## src/rtl/ysyx_24090018_ifu_pkg.sv

```systemverilog
// Shared encodings for the instruction fetch unit: FSM states, fault codes,
// the NOP used for faulted fetches, reset level and reset PC.
package ysyx_24090018_ifu_pkg;

    typedef enum logic [1:0] {
        IFU_IDLE = 2'd0,
        IFU_AR   = 2'd1,
        IFU_R    = 2'd2,
        IFU_HOLD = 2'd3
    } ifu_state_e;

    typedef enum logic [1:0] {
        IFU_FAULT_OK       = 2'd0,
        IFU_FAULT_MISALIGN = 2'd1,
        IFU_FAULT_BUS      = 2'd2,
        IFU_FAULT_TIMEOUT  = 2'd3
    } ifu_fault_e;

    // addi x0, x0, 0
    localparam logic [31:0] IFU_NOP      = 32'h0000_0013;

    // rst is active-low: this is the level that resets the block
    localparam logic        IFU_RST_EN   = 1'b0;

    localparam logic [31:0] IFU_PC_RESET = 32'h0000_0000;

    // Instructions are word aligned; any set low bit is a misaligned fetch
    function automatic logic ifu_pc_misaligned(input logic [1:0] pc_lo);
        return pc_lo != 2'b00;
    endfunction

endpackage

```

## src/rtl/ysyx_24090018_ifu.sv

```systemverilog
// Instruction fetch unit: issues one read per PC, captures the returned word
// (or a NOP plus fault code) and presents it to decode with valid/ready.
//
// state | meaning
// ------+---------------------------------------------------------------
// IDLE  | just out of reset, moves to AR next cycle
// AR    | address phase; misaligned PCs skip the bus and fault directly
// R     | waiting for read data, timeout counter running
// HOLD  | instruction presented to decode; acceptance pulses pc_update_o
module ysyx_24090018_ifu
    import ysyx_24090018_ifu_pkg::*;
#(
    parameter int ADDR_WIDTH = 32,
    parameter int DATA_WIDTH = 32,
    parameter int TIMEOUT    = 255
) (
    input  logic                  clk,
    input  logic                  rst,
    input  logic [ADDR_WIDTH-1:0] pc_i,
    output logic                  pc_update_o,
    output logic [ADDR_WIDTH-1:0] araddr_o,
    output logic                  arvalid_o,
    input  logic                  arready_i,
    input  logic                  rvalid_i,
    output logic                  rready_o,
    input  logic [DATA_WIDTH-1:0] rdata_i,
    input  logic [1:0]            rresp_i,
    output logic                  inst_valid_o,
    input  logic                  inst_ready_i,
    output logic [DATA_WIDTH-1:0] inst_o,
    output logic [ADDR_WIDTH-1:0] inst_pc_o,
    output logic [1:0]            inst_fault_o
);

    localparam logic [7:0]            TIMEOUT_CNT = 8'(TIMEOUT);
    localparam logic [DATA_WIDTH-1:0] NOP_INST    = DATA_WIDTH'(IFU_NOP);
    localparam logic [ADDR_WIDTH-1:0] PC_RESET    = ADDR_WIDTH'(IFU_PC_RESET);

    ifu_state_e            state_q, state_d;
    logic [7:0]            cnt_q, cnt_d;
    logic [DATA_WIDTH-1:0] inst_q, inst_d;
    logic [ADDR_WIDTH-1:0] inst_pc_q, inst_pc_d;
    logic [1:0]            fault_q, fault_d;

    // Address is always the live PC; it only moves on a pc_update_o edge
    assign araddr_o     = pc_i;
    assign inst_o       = inst_q;
    assign inst_pc_o    = inst_pc_q;
    assign inst_fault_o = fault_q;

    // Next-state, payload capture and handshake outputs
    always_comb begin
        state_d      = state_q;
        cnt_d        = cnt_q;
        inst_d       = inst_q;
        inst_pc_d    = inst_pc_q;
        fault_d      = fault_q;
        arvalid_o    = 1'b0;
        rready_o     = 1'b0;
        inst_valid_o = 1'b0;
        pc_update_o  = 1'b0;

        case (state_q)
            IFU_IDLE: begin
                state_d = IFU_AR;
            end

            IFU_AR: begin
                if (ifu_pc_misaligned(pc_i[1:0])) begin
                    inst_d    = NOP_INST;
                    fault_d   = IFU_FAULT_MISALIGN;
                    inst_pc_d = pc_i;
                    state_d   = IFU_HOLD;
                end else begin
                    arvalid_o = 1'b1;
                    if (arready_i) begin
                        inst_pc_d = pc_i;
                        cnt_d     = 8'd0;
                        state_d   = IFU_R;
                    end
                end
            end

            IFU_R: begin
                rready_o = 1'b1;
                // Data arriving on the terminal count still wins over timeout
                if (rvalid_i) begin
                    if (rresp_i == 2'b00) begin
                        inst_d  = rdata_i;
                        fault_d = IFU_FAULT_OK;
                    end else begin
                        inst_d  = NOP_INST;
                        fault_d = IFU_FAULT_BUS;
                    end
                    state_d = IFU_HOLD;
                end else if (cnt_q == TIMEOUT_CNT) begin
                    inst_d  = NOP_INST;
                    fault_d = IFU_FAULT_TIMEOUT;
                    state_d = IFU_HOLD;
                end else begin
                    cnt_d = cnt_q + 8'd1;
                end
            end

            IFU_HOLD: begin
                inst_valid_o = 1'b1;
                if (inst_ready_i) begin
                    pc_update_o = 1'b1;
                    state_d     = IFU_AR;
                end
            end

            default: begin
                state_d = IFU_IDLE;
            end
        endcase
    end

    // State, counter and payload registers with synchronous active-low reset
    always_ff @(posedge clk) begin
        if (rst == IFU_RST_EN) begin
            state_q   <= IFU_IDLE;
            cnt_q     <= 8'd0;
            inst_q    <= NOP_INST;
            inst_pc_q <= PC_RESET;
            fault_q   <= IFU_FAULT_OK;
        end else begin
            state_q   <= state_d;
            cnt_q     <= cnt_d;
            inst_q    <= inst_d;
            inst_pc_q <= inst_pc_d;
            fault_q   <= fault_d;
        end
    end

endmodule

```

## config.mk

```make
export PLATFORM = sky130hd
export DESIGN_NAME = ysyx_24090018_ifu
export DESIGN_NICKNAME = d
export VERILOG_FILES = /design/src/rtl/ysyx_24090018_ifu_pkg.sv /design/src/rtl/ysyx_24090018_ifu.sv
export SDC_FILE = /design/constraint.sdc
export NUM_CORES = 1
export LEC_CHECK = 0
export ABC_AREA = 1
export CORE_MARGIN = 3
export CORE_UTILIZATION = 30
export CTS_CLUSTER_DIAMETER = 100
export DETAILED_ROUTE_END_ITERATION = 8
export PLACE_DENSITY = 0.65
export SYNTH_ARGS = -nofsm -noshare
export SYNTH_HDL_FRONTEND = slang
export SYNTH_SLANG_ARGS = --single-unit
```

## constraint.sdc

```tcl
create_clock -name clk -period 1.5 [get_ports clk]
set_input_delay 0.3 -clock clk [delete_from_list [all_inputs] [get_ports clk]]
set_output_delay 0.3 -clock clk [all_outputs]
set_load 0.01 [all_outputs]
```

## Yosys cells after proc, flatten, opt, wreduce, memory -nomap -nowiden

Cells that the tools add are included.

| storage, ports and cells | value |
|---|---|
| register bits | 76 |

| operators by class | value |
|---|---|
| multiplexer cells | 28 |
| reduce and logical (&&, ||, !) cells | 9 |
| $add $sub $neg | 1 |
| equal/unequal tests | 12 |

Operators by type and width:

| cell | number |
|---|---|
| 2-to-1 mux 32 bit | 6 |
| one-hot mux 32 bit (2 select lines) | 1 |
| 2-to-1 mux 8 bit | 4 |
| 2-to-1 mux 2 bit | 8 |
| one-hot mux 8 bit (2 select lines) | 1 |
| != test 2 bit, second input constant | 6 |
| adder 8 x 1 -> 8 bit, second input constant | 1 |
| == test 8 bit, second input constant | 1 |
| one-hot mux 2 bit (4 select lines) | 1 |
| 2-to-1 mux 1 bit | 6 |
| != test 3 bit, second input constant | 2 |
| AND reduction 3 bit | 2 |
| nonzero test 2 bit | 3 |
| AND reduction 5 bit | 1 |
| == test 2 bit, second input constant | 2 |
| zero test 2 bit | 2 |
| one-hot mux 2 bit (2 select lines) | 1 |
| == test 2 x 1 -> 1 bit, second input constant | 1 |
| AND reduction 2 bit | 1 |

## Longest topological paths before layout

Gate-level depths: netlist of the first run.

| logic depth | value |
|---|---|
| depth in word-level cells | 4 |
| depth in mapped cells | 10 |
| mapped depth without buffers | 9 |

## Worst setup path before layout of the first run

OpenSTA, ideal clock, no wires.

| path | value |
|---|---|
| path kind | register to register |
| start point | register state_q[0] |
| end point | register cnt_q[0] |
| setup time | 112 ps |
| cell stages (with the launch flop) | 10 |
| setup slack | -99 ps |
| arrival | 1488 ps |
| path buffers | 1 |
| cells stage by stage | dfxtp_1 inv_1 ha_1 buf_2 o21ai_0 nand3_1 nand2_2 inv_1 nor2_1 nor2_1 |

| between the ends | value |
|---|---|
| word-level cells in the longest chain between the ends | 3 |
| elaborated cells between the ends (all ways) | 9 |

Ends and longest elaborated chain:

| what | RTL line | source |
|---|---|---|
| from (decl) | ysyx_24090018_ifu.sv:39 | `ifu_state_e state_q, state_d;` |
| from (signal assigned) | ysyx_24090018_ifu.sv:128 | `state_q <= state_d;` |
| == test 2 bit / == test 2 x 1 -> 1 bit (equally long branches) | ysyx_24090018_ifu.sv:63 | `case (state_q)` |
| != test 2 bit (no line) / nonzero test 2 bit (equally long branches) | - |  |
| AND reduction 5 bit (no line) | - |  |
| to (signal assigned) | ysyx_24090018_ifu.sv:129 | `cnt_q <= cnt_d;` |
| to (decl) | ysyx_24090018_ifu.sv:40 | `logic [7:0] cnt_q, cnt_d;` |

Several ways; a longest one is shown, not always the timed one.
A chain may end at the register's enable or synchronous reset.

## Worst setup path in the final report of the first run

| path | value |
|---|---|
| start point | register state_q[1] |
| end point | register inst_pc_q[0], in the netlist inst_pc_o[0] |

| between the ends | value |
|---|---|
| word-level cells in the longest chain between the ends | 2 |

Ends and longest elaborated chain:

| what | RTL line | source |
|---|---|---|
| == test 2 x 1 -> 1 bit | ysyx_24090018_ifu.sv:63 |  |
| AND reduction 2 bit (no line) | - |  |
| to (signal assigned) | ysyx_24090018_ifu.sv:131 | `inst_pc_q <= inst_pc_d;` |
| to (decl) | ysyx_24090018_ifu.sv:42 | `logic [ADDR_WIDTH-1:0] inst_pc_q, inst_pc_d;` |

No other way between the ends.

==> results of run 1 <==
[metrics by stage]
step           worst slack (ns)  setup TNS [ns]  util (%)  hold WS (ns)  instances
6_report                -0.0723           -1.05      56.2         0.348        845
5_1_grt                  -0.139           -5.94      56.2         0.348        845
4_1_cts                 -0.0512          -0.488      51.7         0.319        837
3_5_place_dp             -0.478          -31.23      47.2         0.433        810
3_3_place_gp             -0.499          -30.77      47.2         0.431        810
2_1_floorplan           -0.0504           -1.64         -         0.440        514
[tightest hold or removal path, stage by stage]
cell	delay (ns)
buf_2	0.19
o21ai_2	0.10
a21oi_2	0.03
[state kept, by name (all words and copies together) (netlist names)]
register / flops
state_q: 2
cnt_q: 8
inst_fault_o: 2
inst_pc_o: 32
inst_o: 32
[layout by cell type (no fill, tap or decap), drive strengths merged, types with 2 or more instances in the layout]
master / netlist / final
dlygate4sd2: 0 / 95
o21ai: 65 / 65
nand3b: 2 / 2
clkdlybuf4s50: 0 / 67
clkbuf: 18 / 14
dlymetal6s2s: 0 / 4
buf: 41 / 59
or2: 6 / 6
a21oi: 41 / 41
bufinv: 0 / 2
ha: 4 / 4
nand2: 82 / 82
nor2: 108 / 108
clkinv: 0 / 3
nand3: 15 / 15
inv: 53 / 54
dfxtp: 76 / 76
[how the worst min path moves through the flow]
stage,startpoint,to,cells past startpoint
detailed placement,inst_pc_o[29],inst_pc_o[29],2
global placement,inst_pc_o[26],inst_pc_o[26],2
global route,rst,inst_pc_o[25],3
finish,rst,inst_pc_o[25],3
floorplan,pc_i[0],inst_pc_o[0],2
CTS,rst,state_q[0],3
[cell type report]
class / count / share of cell area, %
tap: 143 / 2.75
inverter: 53 / 3.25
timing repair buffer: 231 / 36.4
sequential: 76 / 23.5
multi-input combinational: 326 / 29.1
clock buffer: 9 / 3.46
clock inverter: 7 / 1.52
[Yosys cell counts, drive strengths merged]
cell type  count  area, sq um
buf           41          312
or2            6         37.5
a21oi         41          216
nand4          1         6.26
dfxtp         76         1520
nor3           1         16.3
nand2         82          318
nand3         15         80.1
clkbuf        18         70.1
o21ai         65          325
nor2         108          410
o31ai          1         7.51
nand3b         2         15.0
ha             4         50.1
inv           53          199
[per-layer routing]
layer / vias up / track usage, %
met5: - / 0
met1: 1783 / 19.1
met3: 11 / 5.16
li1: 1964 / -
met2: 127 / 28.3
met4: 0 / 3.36
[what timing repair did]
| item | 4_1_cts | 5_1_grt |
|---|---|---|
| pin swaps | 5 | 20 |
| cloned | 5 | 6 |
| gates resized for setup | 158 | 145 |
| setup endpoints to repair | 172 | 81 |
| setup buffers | 6 | 3 |
[logic make-up (layout without fill, tap and decap cells)]
group,after synthesis,after routing
simple gates,215,215
buf+inv,112,300
compound gates,107,107
flops,76,76
fa+ha+maj,4,4
[power groups by stage]
stage	logic (uW)	clock network, uW	registers, uW
3_3_place_gp	4960	0	3040
4_1_cts	5640	2390	3020
5_1_grt	7750	2480	3140
3_5_place_dp	5070	0	3060
2_1_floorplan	2470	0	3330
6_report	7180	2330	3060
==> impl_results.md, run 1 <==
* Synthesized netlist cell count at 514
* H-tree depth at 3
* Unrepaired setup endpoints after global routing: true
* Final Power at 12,600 uW
* Worst Tran Pin Value at 0.311 ns
* WL per Instance at 14.1 microns
* Part of the Yosys area used for sequential elements at 42.4%
* GRT Util Overall at 16.0%
* Final max-slew violation count at 0
* Initial Util at 31.0%
* Peak VDD IR at 812 uV
* Max Freq at 0.636 GHz
* Drt initial violations at 140
* Kind of launch point of the worst setup path: flop
* Final layout net count at 772
* Post-route cell area at 6500 sq um
* Met1 wire length at 5.00 mm
* Critical Path End: inst_pc_o[0]
* Worst EP required at 1.76 ns
* Worst Path Buf+Inv at 6
* Met3 WL at 784 microns
* First-pass GRT wire length at 17.0 mm
* Fin. Hold Viols at 0
* Initial antenna violation count at 0
* # rows at 39
* Clk_lat worst skew at 0.33 ns
* CP peak stage delay at 0.37 ns
* Die Height at 115 microns
* Area of the multi-input gates at 1890 sq um
* Top Layer Used: met4
* Compound-Gate Fraction of Synth Area at 15.3%
* CTS Hold Bufs at 0
* Ys Warns at 0
* Final period utilization at 105%
* P&R area growth vs syn at 81.5%
* Power Dens Cells at 1930 nW/um^2
* Vias in the first global route at 3,528
* Die width at 115 microns
* Post-Route WL at 11.9 mm
* Fill count at 1,033
* Grt ovf at 0
* CP max-delay cell: dfxtp_4
* Combinational share of power at 57.1%
* P_sw at 4830 uW
* Clock Skews at 0.00781 ns
* Post-route DRC violation count at 0
* Clock-pin slew on the worst setup and hold paths at 0.06 ns
* Failing checks: setup timing
* Clock Tree Buf Depth at 2
* Xor/xnor share of the synthesized area at 0%
* Cell area after placement at 5460 sq um
* Cell variety after synth at 25
* Combinational family with the most area after synthesis: simple AND/OR/NAND/NOR gates
* Placeable Area at 11,600 sq um
* GP Congestion at 0.825
* Final HPWL from detailed placement at 7.71 mm
* Reg-to-reg endpoint: inst_pc_o[0]
* CTS tree: yes
* Diode count at 0
* Crit path launch: state_q[1]
* Post-DRT Antenna Nets at 0
* Setup slack after layout at -0.0723 ns
* CP Cell Sequence: inv_4, ha_4, inv_4, buf_6, nor2_4, a21oi_4, buf_6, buf_12, buf_16, nand2_1, a21oi_1
* Critical path class: flop to flop
* Root Buffer: clkbuf_16
* CP max FO at 6
* Initial DRT Pass Iterations at 4
* R2r startpoint: state_q[1]
* Share of cells above drive strength 1 at 26.9%
* CP arrival at 1.83 ns
* Pleak at 0.00292 uW
* Die area at 13,300 sq um
* Register area at 1530 sq um
* Crit-path leading delay family: buffers and inverters
* CTS Buf Count at 9
* Switching Fraction at 38.5%
* Int Power at 7730 uW
* Mapped Nets at 589
* Number of port buffers at 172
* Adder-cell share of the synthesized area at 1.40%
* Simple-gate share of the synthesized area at 24.6%
* Clk sinks at 76
* Final Setup Violations at 46
* Reg2reg path depth at 11
* Flop pwr share at 24.4%
* Clock power frac at 18.5%
* Min Tclk post-route at 1.57 ns
* Syn Area/Cell at 6.97 sq um
* I/O pin count at 173
* Metal2 WL at 6.01 mm
* Rel. slew slack at 79.3%
* Flop2flop setup slack at -0.07 ns
* Largest net degree at the start of global routing at 43
* Vias post-DR at 3,885
* Levels on crit path at 11
* Mapped cell area at 3580 sq um
* Outcome: complete, but fails checks
* Yosys reg bits at 76
* Max Cap Viol at 0
* Via density at 4.60
* Nature of the critical path endpoint: flop
* Post-synthesis mux area share at 0%
* Worst min-delay path class: input port to flop
(Power assumes the default switching activity.)
==> run 2, diff against run 1 <==
--- a/config.mk
+++ b/config.mk
@@ -5,7 +5,6 @@
 export SDC_FILE = /design/constraint.sdc
 export NUM_CORES = 1
 export LEC_CHECK = 0
-export ABC_AREA = 1
 export CORE_MARGIN = 3
 export CORE_UTILIZATION = 30
 export CTS_CLUSTER_DIAMETER = 100
==> run 2 against run 1 <==
  * Global-route usage down 0.36 points
  * Final cell count down 12%
  * The flow still finishes with violations (setup timing)
  * Sequential share of layout area up 2.0 points
  * Critical path depth down 5
  * Via count down 13%
  * Routed wire length down 12%
  * Critical path type unchanged
  * Non-clock buffer count up 11
  * Largest power group unchanged
  * Area after synthesis down 3.2%
==> impl_results.md, run 2 <==
* Min Tclk post-route at 1.65 ns (+0.0770 ns)
* Final HPWL from detailed placement at 7.22 mm (-6.4%)
* Vias in the first global route at 3,499 (-0.82%)
* Initial antenna violation count at 0 (unchanged)
* Post-synthesis mux area share at 9.52% (+9.5 points)
* CP max FO at 9 (+3)
* Yosys reg bits at 76 (unchanged)
* Post-DRT Antenna Nets at 0 (unchanged)
* GP Congestion at 0.827 (+0.22%)
* Initial Util at 31.3% (+0.31 points)
* Power Dens Cells at 1450 nW/um^2 (-25%)
* WL per Instance at 14.1 microns (+0.24%)
* Syn Area/Cell at 8.71 sq um (+25%)
* Final period utilization at 110% (+5.1 points)
* Grt ovf at 0 (unchanged)
* Failing checks: setup timing
* Count leader, synth: nand2_1
* Reg2reg path depth at 6 (-5)
* Combinational family with the most area after synthesis: simple AND/OR/NAND/NOR gates
* Synthesized netlist cell count at 398 (-23%)
* Adder-cell share of the synthesized area at 1.44% (+0.047 points)
* Max Cap Viol at 0 (unchanged)
* Root Buffer: clkbuf_16
* Compound-Gate Fraction of Synth Area at 13.4% (-1.9 points)
* Die area at 12,900 sq um (-3.1%)
* Xor/xnor share of the synthesized area at 0% (unchanged)
* Drt initial violations at 152 (+8.6%)
* Fin. Hold Viols at 0 (unchanged)
* CTS Buf Count at 9 (unchanged)
* P&R area growth vs syn at 72.4%
* Simple-gate share of the synthesized area at 19.7% (-5.0 points)
* Synth async-reset ratio at 0% (unchanged)
* R2r startpoint: state_q[0]
* Rel. slew slack at 81.0% (+1.7 points)
* Die Height at 114 microns (-1.6%)
* EDFF count, synth at 0 (unchanged)
* Critical Path End: inst_o[4]
* Setup tns final at -4.32 ns (-3.27 ns)
* Clk sinks at 76 (unchanged)
* Max Freq at 0.606 GHz (-4.7%)
* Worst min-delay path class: flop to flop
* Post-Route WL at 10.5 mm (-12%)
* First-pass GRT wire length at 16.7 mm (-1.7%)
* Worst Tran Pin Value at 0.285 ns (-0.0258 ns)
* CTS tree: yes
* Pre-CTS WS at -0.529 ns (-0.0510 ns)
* Pleak at 0.00275 uW (-5.7%)
* Top cells by count, synth: 127 x nand2_1, 76 x dfxtp_1, 33 x buf_4, 33 x mux2i_1, 30 x a21boi_0
* Largest net degree at the start of global routing at 72 (+67%)
* Hold path cells at 2 (-1)
* Area share of the leading cell type in the synthesized netlist at 43.9% (+1.4 points)
* Unrepaired setup endpoints after global routing: true
* Crit path launch: state_q[0]
* Worst EP required at 1.71 ns (-0.05 ns)
* Placeable Area at 11,100 sq um (-4.2%)
* Outcome: complete, but fails checks
* Final Setup Violations at 49 (+6.5%)
* Top cells by area, synth: dfxtp_1 44%, nand2_1 14%, mux2i_1 9.5%
* Clock Skews at 0.00680 ns (-0.00101 ns)
* Critical path class: flop to flop
* Kind of launch point of the worst setup path: flop
* Flop2flop setup slack at -0.15 ns (-0.08 ns)
* Mapped Nets at 473 (-20%)
* Clock-pin slew on the worst setup and hold paths at 0.06 ns (about the same)
* Die width at 114 microns (-1.6%)
* Most common cell after layout, fill and taps aside: nand2_1
* Post-route DRC violation count at 0 (unchanged)
* Most frequent cells in the layout: 126 x nand2_1, 98 x dlygate4sd2_1, 74 x dfxtp_1
* CP arrival at 1.86 ns (+0.03 ns)
* Mapped cell area at 3470 sq um (-3.2%)
* H-tree depth at 3 (unchanged)
* Share of cells above drive strength 1 at 20.6% (-6.3 points)
* Part of the Yosys area used for sequential elements at 43.9% (+1.4 points)
* Cell variety after synth at 41 (+64%)
* Peak VDD IR at 834 uV (+2.7%)
* Initial DRT Pass Iterations at 4 (unchanged)
* Ys Warns at 0 (unchanged)
* Clk_lat worst skew at 0.33 ns (about the same)
* Clock Tree Buf Depth at 2 (unchanged)
* Synth area leader: dfxtp_1
* Setup slack after layout at -0.149 ns (-0.0770 ns)
* Most used DFF post-synth: dfxtp_1
* Final max-slew violation count at 0 (unchanged)
* Via density at 4.57 (-0.54%)
* # rows at 38 (-2.6%)
* Diode count at 0 (unchanged)
* GRT Util Overall at 15.7% (-0.36 points)
* I/O pin count at 173 (unchanged)
* Nature of the critical path endpoint: flop
* Reg-to-reg endpoint: inst_o[4]
* Number of port buffers at 172 (unchanged)
* Final layout net count at 672 (-13%)
* Final Power at 8690 uW (-31%)
* Vias post-DR at 3,393 (-13%)
## run 2: cell count changes after synthesis, moves of 30 or more
cell,before,now
nor2_1,106,4
o21ai_0,61,4
nand2_1,80,127
inv_1,51,9
a21oi_1,40,5
mux2i_1,0,33
a21boi_0,0,30
## run 2: worst max-delay path: stages, from the launching register on
cell and delay, ns:
dfxtp_2 0.33, buf_6 0.11, ha_4 0.15, nor3b_4 0.15, or3_4 0.45, buf_12 0.19, mux2i_2 0.14
## run 2: per-layer routing
metal	vias up	GRT usage [%]	wire (microns)
li1	1684	-	-
met1	1592	19.2	4580
met2	106	27.1	5190
met3	11	4.08	590
met4	0	4.33	119
met5	-	0	0
## run 2: cells by family (layout without fill, tap and decap cells)
logic type	after synthesis	in the layout
AOI/OAI and AO/OA	62	62
adders and majority gates	4	4
DFF	76	76
muxes	33	33
and+or+nand+nor	160	160
buffers and inverters	63	267
## run 2: how the worst min path moves through the flow
stage | from | to | slack, ns
after global routing | inst_pc_o[18] | inst_pc_o[18] | 0.47
after detailed placement | inst_fault_o[0] | inst_fault_o[0] | 0.45
final | inst_pc_o[6] | inst_pc_o[6] | 0.45
after global placement | inst_o[2] | inst_o[2] | 0.44
after CTS | inst_fault_o[0] | inst_fault_o[0] | 0.46
after floorplan | rdata_i[10] | inst_o[10] | 0.44
## run 2: repair_timing
item	4_1_cts	5_1_grt
cloned	1	4
pin swaps	7	6
endpoints found under the setup margin	145	61
hold buffers	0	0
resized for setup	140	16
buffers inserted	5	3
## run 2: power breakdown
part           switching [uW]  internal (uW)
sequential                141           2290
clock                     851           1160
combinational            1930           2320
## run 2: metrics by stage
| step | hold slack (ns) | cell area (sq um) | std cells | util (%) |
|---|---|---|---|---|
| 2_1_floorplan | 0.439 | 3510 | 398 | - |
| 3_3_place_gp | 0.444 | 5520 | 714 | 49.9 |
| 3_5_place_dp | 0.451 | 5520 | 714 | 49.9 |
| 4_1_cts | 0.459 | 5830 | 736 | 52.6 |
| 5_1_grt | 0.472 | 5980 | 742 | 54.0 |
| 6_report | 0.452 | 5980 | 742 | 54.0 |
## run 2: cell type report
class,instances,area [sq um]
fillers,1037,5100
repair buffers,242,2290
multi-input cells,259,1680
flip-flops and latches,76,1530
clock buffers,10,239
well taps,140,175
clock inverters,6,38.8
inverters,9,36.3
